==> src/rtl/pif_regctl.sv <==
// Register-access controller: decodes I2C command bytes, owns the LED config
// bank with an auto-incrementing pointer, and serves read bytes back to the slave.
module pif_regctl #(
    parameter int         NREGS  = 4,
    parameter logic [5:0] ID_VAL = 6'h2A,
    parameter logic [1:0] A_CODE = 2'b00,
    parameter logic [1:0] D_CODE = 2'b01
) (
    input  logic       CLK,
    input  logic       RST,
    input  logic       START,
    input  logic       STOP,
    input  logic       RXV,
    input  logic [7:0] RXD,
    input  logic       RDREQ,
    output logic       TXV,
    output logic [7:0] TXD,
    output logic       LED_SYNC,
    output logic       LED_EN,
    output logic [5:0] LED_RATE,
    output logic       CFG_UPD,
    output logic       ERR
);

    localparam int PW = (NREGS > 1) ? $clog2(NREGS) : 1;
    // Bank is sized to cover every pointer code and always holds reg2/reg3.
    localparam int NB = ((2 ** PW) < 4) ? 4 : (2 ** PW);

    typedef enum logic [1:0] {S_IDLE, S_ACTIVE, S_READ} state_t;

    state_t         state_q, state_d;
    logic           ret_active_q, ret_active_d;
    logic           rd_pend_q, rd_pend_d;
    logic [PW-1:0]  ptr_q, ptr_d;
    logic [5:0]     bank_q [NB];
    logic [5:0]     bank_d [NB];
    logic           txv_q, txv_d;
    logic [7:0]     txd_q, txd_d;
    logic           cfg_upd_q, cfg_upd_d;
    logic           err_q, err_d;

    logic           base_active;
    logic           next_active;
    logic           rd_req;

    function automatic logic [PW-1:0] ptr_inc(input logic [PW-1:0] p);
        if (int'(p) == NREGS - 1)
            return '0;
        else
            return p + PW'(1);
    endfunction

    always_comb begin
        state_d      = state_q;
        ret_active_d = ret_active_q;
        rd_pend_d    = 1'b0;
        ptr_d        = ptr_q;
        bank_d       = bank_q;
        txv_d        = 1'b0;
        txd_d        = txd_q;
        cfg_upd_d    = 1'b0;
        err_d        = err_q;

        // READ is a one-cycle detour; the transaction state lives on in ret_active_q.
        base_active = (state_q == S_READ) ? ret_active_q : (state_q == S_ACTIVE);

        if (RXV) begin
            if (!base_active) begin
                err_d = 1'b1;
            end else if (RXD[7:6] == A_CODE) begin
                ptr_d = PW'(int'(RXD[5:0]) % NREGS);
            end else if (RXD[7:6] == D_CODE) begin
                if (ptr_q != '0) begin
                    bank_d[ptr_q] = RXD[5:0];
                    if (int'(ptr_q) == 1)
                        err_d = 1'b0;
                    if (int'(ptr_q) == 2 || int'(ptr_q) == 3)
                        cfg_upd_d = 1'b1;
                end
                ptr_d = ptr_inc(ptr_q);
            end else begin
                err_d = 1'b1;
            end
        end

        if (RDREQ && rd_pend_q)
            err_d = 1'b1;

        // A byte in the same cycle owns the pointer, so the read waits a cycle.
        rd_req = RDREQ | rd_pend_q;
        if (rd_req && RXV) begin
            rd_pend_d = 1'b1;
        end else if (rd_req) begin
            txv_d = 1'b1;
            txd_d = {2'b00, bank_q[ptr_q]};
            ptr_d = ptr_inc(ptr_q);
        end

        next_active = STOP ? 1'b0 : (START ? 1'b1 : base_active);
        if (txv_d) begin
            state_d      = S_READ;
            ret_active_d = next_active;
        end else begin
            state_d = next_active ? S_ACTIVE : S_IDLE;
        end
    end

    always_ff @(posedge CLK) begin
        if (RST) begin
            state_q      <= S_IDLE;
            ret_active_q <= 1'b0;
            rd_pend_q    <= 1'b0;
            ptr_q        <= '0;
            for (int i = 0; i < NB; i++)
                bank_q[i] <= 6'd0;
            bank_q[0]    <= ID_VAL;
            bank_q[2]    <= 6'b000010;
            bank_q[3]    <= 6'd20;
            txv_q        <= 1'b0;
            txd_q        <= 8'd0;
            cfg_upd_q    <= 1'b0;
            err_q        <= 1'b0;
        end else begin
            state_q      <= state_d;
            ret_active_q <= ret_active_d;
            rd_pend_q    <= rd_pend_d;
            ptr_q        <= ptr_d;
            bank_q       <= bank_d;
            txv_q        <= txv_d;
            txd_q        <= txd_d;
            cfg_upd_q    <= cfg_upd_d;
            err_q        <= err_d;
        end
    end

    assign TXV      = txv_q;
    assign TXD      = txd_q;
    assign LED_SYNC = bank_q[2][0];
    assign LED_EN   = bank_q[2][1];
    assign LED_RATE = bank_q[3];
    assign CFG_UPD  = cfg_upd_q;
    assign ERR      = err_q;

endmodule

==> config.mk <==
export PLATFORM = sky130hd
export DESIGN_NAME = pif_regctl
export DESIGN_NICKNAME = d
export VERILOG_FILES = /design/src/rtl/pif_regctl.sv
export SDC_FILE = /design/constraint.sdc
export NUM_CORES = 1
export LEC_CHECK = 0
export CAP_MARGIN = 20
export CORE_AREA = 4 4 75 91
export DETAILED_ROUTE_END_ITERATION = 8
export DIE_AREA = 0 0 79 95
export PLACE_DENSITY = 0.59
export SLEW_MARGIN = 20
export SYNTH_ARGS = -nofsm -noshare
export SYNTH_HDL_FRONTEND = slang
export SYNTH_SLANG_ARGS = --single-unit
==> constraint.sdc <==
create_clock -name CLK -period 3.3 [get_ports CLK]
set_input_delay 0.66 -clock CLK [delete_from_list [all_inputs] [get_ports CLK]]
set_output_delay 0.66 -clock CLK [all_outputs]
set_load 0.02 [all_outputs]
==> impl_metrics.yaml, run 1 <==
run_status:
  status: "finished clean"
logic_synthesis:
  yosysTopAreaCell: "dfxtp_1"
  synth-edff-count: 0
  ys_seq_elements: 38
  ys_async_sr_fraction: 0
  ys_warn_count: 0
  synth.area.top_cells: "dfxtp_1, mux2i_1, mux4_2"
  ys_seq_area_frac: 0.442
  synth_area_um2: 1720
  netlist_instances: 158
  ys_types: 31
  synth_top_area_frac: 0.442
  syn_avg_cell_area_um2: 10.9
  synth_ff_type: "dfxtp_1"
clocking:
  cts_tree: "built"
  root_buffer: "clkbuf_8"
  cts_buffers: 5
  clock_latency_ns: 0.29
  post-cts-setup-buffers: 0
  clock_sinks: 38
  clk_pin_slew_ns: 0.07
  clock_path_buffers: 2
  htreeDepth: 2
  post_cts_resized: 0
  hold_buffers: 0
critical_path:
  reg2reg_depth: 6
  required_ns: 3.46
  worstSetupEndpointType: "register"
  worst-path-buf-inv: 1
  crit_arrival_ns: 2.46
  slowest_delay_ns: 0.60
  slowest_stage: "clkdlybuf4s50_1"
  critPathTopFamily: "simple AND/OR/NAND/NOR gates"
  timing.critical_path.cells: "clkdlybuf4s50_1 -> nor2b_1 -> o2111ai_4 -> nor3_1 -> a21oi_1"
  worstPathMaxFanout: 8
  r2r_end: "LED_RATE[2]"
  r2r-start: "ptr_q[1]"
  critical_path_class: "in2reg"
  regToRegSetupSlack_ns: 1.05
  setup.worst_path.start_class: "input pin"
floorplanning:
  die_w_um: 79
  pin_count: 33
  dieArea_um2: 7510
  fp.dieH_um: 95
  initial_core_util: 0.288
  fp-row-count: 31
  core_um2: 5970
detailed_routing:
  ant_nets: 0
  vias_per_cell: 4.47
  drcViolationCount: 0
  wire_per_inst_um: 13.8
  first_iter_violations: 47
  drt_pass1_iterations: 4
  routed_wl_mm: 3.66
  vias: 1179
pwr:
  p_int_uw: 685
  power_switching_uw: 217
  comb_power_share: 0.114
  peakVddDrop_mv: 0.231
  finalPower_uw: 902
  switching_share: 0.241
  pwr-share-seq: 0.526
  pwr_density_cell_nw_per_um2: 424
  power.share.clock: 0.360
  p_leak_uw: 0.000859
grt:
  grt_max_degree: 28
  gr-total-overflow: 0
  grt_antenna_before_repair: 0
  grt_use_total: 0.109
  grt_pass1_wl_mm: 6.18
  grt_pass1_vias: 1241
finish:
  antenna_cells: 0
  drive_gt1_frac: 0.137
  fin_area_um2: 2130
  syn_to_final_growth_pct: 23.5
  n_fill_cell: 642
  fin_nets: 199
timing:
  fin_tns_setup_ns: 0
  hold_viol: 0
  finalCriticalPeriod_ns: 2.31
  slew_headroom: 0.541
  slew_violations: 0
  period_share: 0.700
  worst_pin_slew_ns: 0.685
  setup_violations: 0
  rsz0062_at_grt: "false"
  fin_skew_ns: 0.0112
  fmax_mhz: 433
worst_hold_path:
  min_to: "bank_q[19]"
  hp-class: "reg2reg"
  hold_start: "bank_q[19]"
  min_path_cells: 1
run:
  cap_viol_max_count: 0
place:
  port_buffers: 30
  placed_area_um2: 2040
  gp_congestion: 0.712
  post-dp-hpwl_mm: 2.64
## cells by family (layout without fill, tap and decap cells)
kind of cell | Yosys count | in the layout | share of synthesized area
muxes | 25 | 25 | 0.189
buffers and inverters | 20 | 43 | 0.0690
DFF | 38 | 38 | 0.442
adders and majority gates | 4 | 4 | 0.0290
other | 1 | 2 | 0.00218
and+or+nand+nor | 49 | 49 | 0.148
AOI/OAI and AO/OA | 21 | 21 | 0.121
## metal layers
layer  wire [um]  vias to the layer above  GRT usage
met5           0                        -          0
met4          27                        0     0.0387
met2        1830                       23      0.192
met1        1620                      566      0.120
li1            -                      588          -
met3         183                        2     0.0382
## through the flow
stage	hold WS [ns]	cells	util	setup WS, ns
after floorplan	0.412	159	-	1.63
after global placement	0.425	256	0.341	0.742
after detailed placement	0.425	256	0.341	0.682
after CTS	0.444	264	0.356	0.979
after global routing	0.461	264	0.356	0.851
final	0.442	264	0.356	0.991
## Yosys cell counts, drive strengths merged, types with 2 or more instances
library cell,n
or2,4
buf,12
nor2b,8
o2111ai,3
ha,4
a21oi,6
mux4,6
nand2b,2
clkbuf,5
a22o,8
nor3,5
mux2i,19
nor2,24
dfxtp,38
inv,3
## power by group through the flow
stage | logic [uW] | clock network (uW) | registers (uW)
6_report | 103 | 325 | 474
2_1_floorplan | 59.9 | 0 | 488
3_3_place_gp | 104 | 0 | 485
3_5_place_dp | 104 | 0 | 485
4_1_cts | 104 | 340 | 474
5_1_grt | 113 | 362 | 475
## layout make-up
type,instances,area [um^2],share of cell area
multi-input combinational,101,847,0.398
sequential,38,761,0.357
timing repair buffer,32,315,0.148
tap,82,103,0.0482
clock buffer,7,86.3,0.0406
inverter,3,11.3,0.00529
clock inverter,1,5.00,0.00235
## placed cells by master (no fill, tap or decap), drive strengths merged, types with 2 or more instances in the layout
cell type / Yosys / routed
clkdlybuf4s50: 0 / 30
a22o: 8 / 8
buf: 12 / 2
nor2: 24 / 24
inv: 3 / 3
nor2b: 8 / 8
mux4: 6 / 6
nand2b: 2 / 2
conb: 1 / 2
o2111ai: 3 / 3
dfxtp: 38 / 38
or2: 4 / 4
nor3: 5 / 5
mux2i: 19 / 19
ha: 4 / 4
clkbuf: 5 / 7
a21oi: 6 / 6
## how the worst max path moves through the flow
stage,startpoint,endpoint,cells after the start
3_5_place_dp,RXV,LED_RATE[2],5
2_1_floorplan,ptr_q[1],bank_q[17],8
3_3_place_gp,RXV,LED_RATE[2],5
4_1_cts,RXV,LED_RATE[0],5
6_report,RXV,LED_RATE[2],5
5_1_grt,ptr_q[1],LED_RATE[5],6
## registers in the layout (all words and copies together), names as in the netlist, 2 cells and up
register	count
bank_q	16
ptr_q	2
LED_RATE	6
TXD	6
state_q	2
Power figures use the tool's default switching activity.
==> inputs of run 2 (changes only) <==
- clock period: 3.3 -> 2.4 ns (I/O delays scaled with it)
==> impl_metrics.yaml, run 2 (synthesis results as in run 1) <==
floorplanning:
  initial_core_util: 0.288
  dieArea_um2: 7510
  core_um2: 5970
  pin_count: 33
  fp.dieH_um: 95
  fp-row-count: 31
  die_w_um: 79
critical_path:
  critPathTopFamily: "buffers and inverters"
  crit_arrival_ns: 1.33
  r2r-start: "ptr_q[0]"
  setup.worst_path.start_class: "register"
  worst-path-buf-inv: 1
  required_ns: 1.92
  r2r_end: "LED_RATE[2]"
  reg2reg_depth: 7
  timing.critical_path.cells: "clkdlybuf4s50_1"
  slowest_delay_ns: 0.63
  worstSetupEndpointType: "output pin"
  worstPathMaxFanout: 5
  critical_path_class: "reg2out"
  slowest_stage: "clkdlybuf4s50_1"
  regToRegSetupSlack_ns: 0.66
timing:
  fmax_mhz: 553
  fin_skew_ns: 0.00386
  setup_violations: 0
  rsz0062_at_grt: "false"
  finalCriticalPeriod_ns: 1.81
  slew_violations: 0
  hold_viol: 0
  fin_tns_setup_ns: 0
  holdWs_ns: 0.446
  period_share: 0.753
pwr:
  finalPower_uw: 1250
  peakVddDrop_mv: 0.283
  pwr-share-seq: 0.520
  power.share.clock: 0.362
  p_leak_uw: 0.000880
  p_int_uw: 946
  pwr_density_cell_nw_per_um2: 580
  comb_power_share: 0.118
  switching_share: 0.244
  power_switching_uw: 306
finish:
  drive_gt1_frac: 0.156
  antenna_cells: 0
  top_register: "bank_q"
  final_cell_mix: "dfxtp_1, clkdlybuf4s50_1, nor2_1"
  final_common_cell: "dfxtp_1"
  fin_nets: 203
  fin_util: 0.361
  syn_to_final_growth_pct: 25.3
  largest_register_ffs: 16
  n_fill_cell: 650
clocking:
  cts_buffers: 5
  clock_sinks: 38
  hold_buffers: 0
  cts_tree: "built"
  clock_latency_ns: 0.29
  root_buffer: "clkbuf_8"
  htreeDepth: 2
  post_cts_resized: 0
  clk_pin_slew_ns: 0.07
  post-cts-setup-buffers: 0
  clock_path_buffers: 2
grt:
  gr-total-overflow: 0
  grt_pass1_wl_mm: 6.34
  grt_max_degree: 29
  grt_antenna_before_repair: 0
  grt_pass1_vias: 1289
  grt_use_total: 0.112
detailed_routing:
  drcViolationCount: 0
  wire_per_inst_um: 13.9
  ant_nets: 0
  vias_per_cell: 4.38
  vias: 1174
  routed_wl_mm: 3.74
  drt_pass1_iterations: 4
  first_iter_violations: 74
worst_hold_path:
  hold_start: "bank_q[19]"
  min_path_cells: 1
  min_to: "bank_q[19]"
  hp-class: "reg2reg"
place:
  post-dp-hpwl_mm: 2.70
  port_buffers: 30
  gp_congestion: 0.741
run_status:
  status: "finished clean"
run:
  cap_viol_max_count: 0
-- run 2: cell types whose count changed in the layout (fill, tap and decap cells not counted) --
cell,change
buf_4,+4
-- run 2: how the worst max path moves through the flow --
stage / startpoint / endpoint / slack (ns) / cells after the start
after global routing: ptr_q[0] / LED_RATE[1] / 0.47 / 7
after floorplan: ptr_q[1] / bank_q[17] / 0.73 / 8
after detailed placement: RXD[6] / LED_RATE[2] / 0.39 / 4
final: state_q[1] / TXV / 0.59 / 1
after CTS: state_q[1] / TXV / 0.58 / 1
after global placement: RXD[6] / LED_EN / 0.45 / 4
-- run 2: power groups by stage --
stage / Clock, uW / Sequential (uW) / Combinational [uW]
after CTS: 472 / 652 / 149
after floorplan: 0 / 672 / 82.4
after detailed placement: 0 / 666 / 149
after global routing: 498 / 654 / 161
final: 454 / 651 / 147
after global placement: 0 / 666 / 148
-- run 2: area by class of cell --
type | instances | area [um^2] | share of cell area
multi-input cells | 101 | 847 | 0.392
flip-flops and latches | 38 | 761 | 0.352
repair buffers | 36 | 345 | 0.160
well taps | 82 | 103 | 0.0475
clock buffers | 7 | 86.3 | 0.0400
inverters | 3 | 11.3 | 0.00522
clock inverters | 1 | 5.00 | 0.00232
-- run 2: per-stage QoR --
stage          cells  setup WS [ns]  area (um^2)
2_1_floorplan    159          0.731         1730
3_3_place_gp     260          0.445         2070
3_5_place_dp     260          0.386         2070
4_1_cts          268          0.575         2160
5_1_grt          268          0.467         2160
6_report         268          0.592         2160
-- run 2: metal layers --
layer,global-route usage,part of all wire,vias up
li1,-,-,599
met1,0.127,0.44,549
met2,0.191,0.50,20
met3,0.0363,0.039,6
met4,0.0501,0.017,0
met5,0,0,-
